<file path="src/rtl/mf8_regfile_w.sv">
// mf8 register file: two registered read ports, delayed-address byte/pair write with
// forwarding, X/Y/Z pointer shadows and a post-reset clear sweep.
module mf8_regfile_w #(
  parameter int unsigned DW             = 8,
  parameter int unsigned NREG           = 32,
  parameter int unsigned AW             = 5,
  parameter int unsigned PTR_BASE       = NREG - 6,
  parameter bit          CLEAR_ON_RESET = 1'b1
) (
  input  logic            i_clk,
  input  logic            i_rst_n,
  input  logic            i_wr,
  input  logic            i_wr_word,
  input  logic [AW-1:0]   i_rd_addr,
  input  logic [AW-1:0]   i_rr_addr,
  input  logic [2*DW-1:0] i_data_in,
  output logic [DW-1:0]   o_rd_data,
  output logic [DW-1:0]   o_rr_data,
  output logic [2*DW-1:0] o_x,
  output logic [2*DW-1:0] o_y,
  output logic [2*DW-1:0] o_z,
  output logic            o_busy
);

  typedef enum logic [0:0] {StClear, StRun} state_e;

  state_e              r_state, w_state_d;
  logic [AW-1:0]       r_cnt, w_cnt_d;
  logic [AW-1:0]       r_rd_addr;
  logic                r_busy, w_busy_d;
  logic [DW-1:0]       r_rd_data, w_rd_data_d;
  logic [DW-1:0]       r_rr_data, w_rr_data_d;
  logic [5:0][DW-1:0]  r_ptr, w_ptr_d;

  // Two copies so each read port has its own array read.
  logic [DW-1:0]       r_mem_a [NREG];
  logic [DW-1:0]       r_mem_b [NREG];

  logic                w_clr, w_wr_run;
  logic                w_we0, w_we1;
  logic [AW-1:0]       w_wa0, w_wa1;
  logic [DW-1:0]       w_wd0, w_wd1;

  always_comb begin
    w_state_d = r_state;
    w_cnt_d   = r_cnt;
    w_busy_d  = 1'b0;
    unique case (r_state)
      StClear: begin
        w_busy_d = 1'b1;
        w_cnt_d  = r_cnt + 1'b1;
        if (r_cnt == AW'(NREG - 1)) begin
          w_state_d = StRun;
          w_busy_d  = 1'b0;
        end
      end
      StRun: begin
        w_state_d = StRun;
      end
      default: w_state_d = StRun;
    endcase
  end

  // Port 0 carries the clear sweep, byte writes and the even half of pair writes.
  always_comb begin
    w_clr    = (r_state == StClear);
    w_wr_run = i_wr & ~r_busy;
    w_we0    = w_clr | w_wr_run;
    w_wa0    = w_clr ? r_cnt : (i_wr_word ? {r_rd_addr[AW-1:1], 1'b0} : r_rd_addr);
    w_wd0    = w_clr ? '0 : i_data_in[DW-1:0];
    w_we1    = ~w_clr & w_wr_run & i_wr_word;
    w_wa1    = {r_rd_addr[AW-1:1], 1'b1};
    w_wd1    = i_data_in[2*DW-1:DW];
  end

  always_comb begin
    w_rd_data_d = '0;
    w_rr_data_d = '0;
    if (!r_busy) begin
      w_rd_data_d = r_mem_a[i_rd_addr];
      w_rr_data_d = r_mem_b[i_rr_addr];
      if (w_we0 && w_wa0 == i_rd_addr) w_rd_data_d = w_wd0;
      if (w_we1 && w_wa1 == i_rd_addr) w_rd_data_d = w_wd1;
      if (w_we0 && w_wa0 == i_rr_addr) w_rr_data_d = w_wd0;
      if (w_we1 && w_wa1 == i_rr_addr) w_rr_data_d = w_wd1;
    end
  end

  always_comb begin
    w_ptr_d = r_ptr;
    for (int k = 0; k < 6; k++) begin
      if (w_we0 && w_wa0 == AW'(PTR_BASE + k)) w_ptr_d[k] = w_wd0;
      if (w_we1 && w_wa1 == AW'(PTR_BASE + k)) w_ptr_d[k] = w_wd1;
    end
  end

  always_ff @(posedge i_clk or negedge i_rst_n) begin
    if (!i_rst_n) begin
      if (CLEAR_ON_RESET) r_state <= StClear;
      else                r_state <= StRun;
      r_cnt     <= '0;
      r_rd_addr <= '0;
      r_busy    <= 1'b1;
      r_rd_data <= '0;
      r_rr_data <= '0;
      r_ptr     <= '0;
    end else begin
      r_state   <= w_state_d;
      r_cnt     <= w_cnt_d;
      r_rd_addr <= i_rd_addr;
      r_busy    <= w_busy_d;
      r_rd_data <= w_rd_data_d;
      r_rr_data <= w_rr_data_d;
      r_ptr     <= w_ptr_d;
    end
  end

  always_ff @(posedge i_clk) begin
    if (w_we0) begin
      r_mem_a[w_wa0] <= w_wd0;
      r_mem_b[w_wa0] <= w_wd0;
    end
    if (w_we1) begin
      r_mem_a[w_wa1] <= w_wd1;
      r_mem_b[w_wa1] <= w_wd1;
    end
  end

  assign o_rd_data = r_rd_data;
  assign o_rr_data = r_rr_data;
  assign o_x       = {r_ptr[1], r_ptr[0]};
  assign o_y       = {r_ptr[3], r_ptr[2]};
  assign o_z       = {r_ptr[5], r_ptr[4]};
  assign o_busy    = r_busy;

endmodule

</file>
<file path="config.mk">
export PLATFORM = sky130hd
export DESIGN_NAME = mf8_regfile_w
export DESIGN_NICKNAME = d
export VERILOG_FILES = /design/src/rtl/mf8_regfile_w.sv
export SDC_FILE = /design/constraint.sdc
export NUM_CORES = 1
export LEC_CHECK = 0
export ABC_AREA = 1
export CAP_MARGIN = 5
export CORE_MARGIN = 4
export CORE_UTILIZATION = 66
export CTS_CLUSTER_SIZE = 14
export DETAILED_ROUTE_END_ITERATION = 8
export MAX_ROUTING_LAYER = met4
export PLACE_DENSITY = 0.83
export SLEW_MARGIN = 10
export SYNTH_ARGS = -nofsm -noshare
export SYNTH_HDL_FRONTEND = slang
export SYNTH_SLANG_ARGS = --single-unit
</file>
<file path="constraint.sdc">
create_clock -name i_clk -period 3.9 [get_ports i_clk]
set_input_delay 1.17 -clock i_clk [delete_from_list [all_inputs] [get_ports i_clk]]
set_output_delay 1.17 -clock i_clk [all_outputs]
set_load 0.005 [all_outputs]
</file>
# == Word-level counts from Yosys, hierarchy flattened ==
# Memory sizes are Yosys's and may differ from the RTL's.
# Cells that the tools add are included.
# totals
regBits,76
mem_bits_rw,512
in_bits,30
out_inout_bits,65
elab_cells,74
n_memories,2
# op_classes
n_addsub,1
n_eq_ne,14
muxes,23
bitwise,6
reduce_logical,16
# mem_list
name,words,word_bits,rd,rd_ports_with_merged_regs,write_ports,line_no,source
r_mem_a,32,8,1,0,2,36,logic [DW-1:0] r_mem_a [NREG];
r_mem_b,32,8,1,0,2,37,logic [DW-1:0] r_mem_b [NREG];
# ops
operator,count
8-bit 2-to-1 mux,13
5-bit equality test (second input constant),7
5-bit equality test,4
1-bit logical AND,13
4-bit equality test (second input constant),3
1-bit 2-to-1 mux,8
2-bit nonzero test,3
5-bit by 1-bit adder with 5-bit output (second input constant),1
5-bit 2-to-1 mux,1
1-bit AND,3
1-bit inverter,2
1-bit one-hot mux with 2 select lines,1
1-bit bitwise OR,1

# == Depth between registers and ports, before layout ==
# Gate-level depths: netlist of run 1.
# logic_depth
depth_word,7
mapped_depth,13
mapped_depth_nobuf,11

# == Worst setup path after synthesis of run 1 ==
# No wires, ideal clock.
# synth_path
path_kind,input port to flip-flop
startpoint,input i_wr
endpoint,"memory r_mem_b[25][0], enable pin"
setup_time_ps,384
arrival_ps,2329
setup_slack_ps,1187
path_stages,5
n_path_buf,1
path_cell_list,nand4_4 > nor2_8 > nand4_4 > buf_6 > o21ai_0
# synth_rtl
element,line_no,source
"start, declared",12,"input logic i_wr,"
"end, declared",37,

==> results of run 1 <==
-- worst max-delay path: cells and delay by family --
family,cells,cell delay [ps]
buf+inv,4,970
simple gates,4,500
compound gates,1,840
-- synth_stat cells, types with 3 or more instances --
cell      count
nand2_1     907
nand3_1     448
edfxtp_1    256
inv_1       135
o21ai_0     120
dfrtp_1      75
clkbuf_1     73
o21ai_1      54
buf_2        38
a21oi_1      37
buf_1        26
nor2_1       26
o21ai_2      17
buf_6        14
inv_2        14
nand2_4      12
clkinv_1     11
nor3_1        7
nor2_4        6
nand2_2       5
nand4_4       4
xor2_1        4
o21ai_4       3
-- through the flow --
step | power, mW | area (um^2) | hold WS (ps)
2_1_floorplan | 4.66 | 18500 | 479
5_1_grt | 8.92 | 21100 | 503
3_5_place_dp | 5.20 | 19900 | 470
6_report | 8.68 | 21100 | 492
3_3_place_gp | 5.19 | 19900 | 465
4_1_cts | 8.64 | 21100 | 491
-- logic make-up (layout without fill, tap and decap cells) --
family	Yosys count	count (layout)
simple gates	1425	1425
flops	332	332
buf+inv	317	390
compound gates	232	232
xor+xnor	6	6
fa+ha+maj	2	2
-- routing by layer --
metal  share of wire, %  wire [um]  up-vias  track usage (%)
li1                   -          -     7746                -
met4                4.7       2940        0             16.1
met1                 37      22800     7949             56.5
met3                 16       9930      257             11.9
met2                 42      26300     1558             57.3
met5                  0          0        -                -
-- power by group through the flow --
| stage | Combinational (mW) | Sequential, mW | Clock [mW] |
|---|---|---|---|
| finish | 1.23 | 3.96 | 3.48 |
| global route | 1.31 | 3.97 | 3.64 |
| floorplan | 0.623 | 4.03 | 0 |
| CTS | 1.19 | 3.96 | 3.48 |
| detailed placement | 1.17 | 4.03 | 0 |
| global placement | 1.16 | 4.03 | 0 |
-- area by class of cell --
cell class              instances  area share (%)
clock buffers                  47            4.92
clock inverters                17           0.755
inverters                     163            2.95
multi-input cells            1665            36.0
flip-flops and latches        332            45.6
well taps                     378            2.25
repair buffers                163            7.56
-- flip-flops by register name (all words and copies together), names as in the netlist --
| signal | cells |
|---|---|
| o_x | 16 |
| o_rd_data | 8 |
| r_mem_b | 256 |
| o_busy | 1 |
| r_cnt | 5 |
| r_state | 1 |
| o_rr_data | 8 |
| o_y | 16 |
| r_rd_addr | 5 |
| o_z | 16 |
-- path summary, 6_finish.rpt --
| check | from | end | slack, ps | cells after the start |
|---|---|---|---|---|
| max in group asynchronous | i_rst_n | o_rd_data[5]$_DFF_PN0_ | 2440 | 1 |
| hold reg to reg | o_x[3]$_DFFE_PN0P_ | o_x[3]$_DFFE_PN0P_ | 490 | 2 |
| min in group asynchronous | i_rst_n | o_z[6]$_DFFE_PN0P_ | 790 | 1 |
| setup / recovery | i_wr_word | r_mem_b[21][0]$_DFFE_PP_ | 560 | 9 |
| hold / removal | o_x[3]$_DFFE_PN0P_ | o_x[3]$_DFFE_PN0P_ | 490 | 2 |
| setup reg to reg | r_state$_DFF_PN0_ | r_mem_b[21][0]$_DFFE_PP_ | 820 | 9 |
-- cell usage in the layout, fill, tap and decap left out, drive strengths merged --
cell type / synthesis / final
nand4: 6 / 6
buf: 80 / 74
xnor2: 2 / 2
clkbuf: 74 / 47
nor2: 35 / 35
bufinv: 0 / 3
inv: 151 / 150
dfstp: 1 / 1
a21oi: 38 / 38
xor2: 4 / 4
nand3: 449 / 449
o21ai: 194 / 194
nor3: 9 / 9
ha: 2 / 2
clkdlybuf4s50: 0 / 89
clkinv: 12 / 27
nand2: 925 / 925
dfrtp: 75 / 75
edfxtp: 256 / 256
and3: 1 / 1
==> metrics.md, run 1 <==
| Metric | Value |
|---|---|
| Outcome | `complete, no violations` |
| Clock root buffer | `clkbuf_16` |
| TritonCTS sink count | `332` |
| Reg area | `9590 um^2` |
| CP max stage delay | `840 ps` |
| CTS Buffer Depth | `3` |
| First-pass GRT wire length | `94,100 um` |
| Clk pwr share | `between 40 and 50%` |
| Final worst-path cycle share | `85.6%` |
| Critical path type | `input port to flop` |
| IR drop worst, VDD | `451 uV` |
| Clk_lat worst skew | `520 ps` |
| Share of cells above drive strength 1 | `8.59%` |
| Switching share of power | `26.1%` |
| Critical path startpoint category | `input port` |
| Adder-cell share of the synthesized area | `less than 1%` |
| Register area share after synthesis | `51.8%` |
| Power Dens Cells | `412 nW/um^2` |
| Number of global-route vias before repair | `16,351` |
| FF+latch count, synth | `approximately 330` |
| Post-synth ARST share | `a little under a quarter` |
| Post-synth EDFFs | `256` |
| Initial Util | `66.9%` |
| PortBufs | `94` |
| Avg Inst Size Synth | `8.01 um^2` |
| Synth Area in Simple Gates | `33.6%` |
| Die H | `176 um` |
| Via count | `17,510` |
| Psw | `approximately 2.3 mW` |
| Synth area leaders | `edfxtp_1, nand2_1, nand3_1` |
| Share of the synthesized area in the top cell type | `around two fifths` |
| H-tree Lvls | `2` |
| RSZ-0062 raised after global routing | `false` |
| Final non-filler cell total | `about 2,800` |
| CP Cell Sequence | `clkdlybuf4s50_1, nand2_1, nand3_4, nor2_1, inv_1, nor2_1, inv_1, buf_4, o21ai_0` |
| DP Worst Slack | `71.1 ps` |
| Cts hold-fix bufs | `0` |
| Area added between synthesis and finish | `13.6%` |
| Mux contribution to synthesized area | `0%` |
| Post-layout util | `76.0%` |
| CP endpoint kind | `flop` |
| Largest net degree at the start of global routing | `131` |
| Setup ws final | `about 560 ps` |
| Post-synthesis net count | `~2,300` |
| Slew Limit Fails | `0` |
| Post-synthesis cell type count | `38` |
| Core area | `around 28,000 um^2` |
| Die X | `176 um` |
| Min Tclk post-route | `between 3000 and 4000 ps` |
| Main combinational cell family by area after synthesis | `simple AND/OR/NAND/NOR gates` |
| Seq pwr share | `45.7%` |
| Post-Syn Area | `approximately 19,000 um^2` |
| Final Setup Violations | `0` |
| Hold Crit Class | `flop to flop` |
| Logic pwr share | `14.2%` |
| Area leader, netlist | `edfxtp_1` |
| CTS tree | `yes` |
| Fin Clk Skew | `20.1 ps` |
| Drt pass-1 iters | `7` |
| Multi-input gate area | `7580 um^2` |
| Post-DP HPWL | `38,900 um` |
| Reg clk slew, reported paths | `roughly 60 ps` |
| Sum Neg Setup Slack | `0 ps` |
| Final-report hold violation count | `0` |
| Synth Area in Compound Gates | `6.85%` |
| DR DRC count | `0` |
| CP arrival | `3480 ps` |
| CP required | `4040 ps` |
| Post-Syn Instances | `2,314` |
| DRT Wirelength | `62,000 um` |
| Max-cap viol count | `0` |
| Row count | `slightly above 60` |
| Worst slew margin | `25.5%` |
| Post-CTS Repair Setup Buffers | `0` |
| Pleak | `9.24 nW` |
| Post-DRT Antenna Nets | `0` |
| Top_reg_cell synth | `edfxtp_1` |
| Final net count | `about 2,400` |
| ANT cells | `0` |
| YS warnings | `0` |
| Final RePlAce weighted congestion | `around 1.2` |
| GR Util All Layers | `just over 40%` |
| DR vias/cell | `about 6.3` |
| CTS Buf Count | `36` |
| Post-cts sizing count | `0` |
| Placed Cells | `2,701` |
| Fmax | `300 MHz` |
| Initial antenna violation count | `0` |
| Slowest cell on the critical path | `o21ai_0` |
| Critical path fanouts, max | `8` |
| DR WL/cell | `approximately 22 um` |
| XOR/XNOR Fraction of Synth Area | `less than 1%` |
| Number of I/O pins | `95` |
| Slew @ Worst Pin | `1110 ps` |
| DR iter-0 viols | `3,175` |
| Fill cells | `approximately 2,000` |
| Die area | `30,800 um^2` |
| Gr ovfl total | `0` |
| Internal | `6.41 mW` |
(Power assumes the default switching activity.)
==> run 2, diff against run 1 <==
- TNS_END_PERCENT: not set -> 100
==> results of run 2 <==
Same layout as run 1: the final DEF is identical, and so are final timing and power.
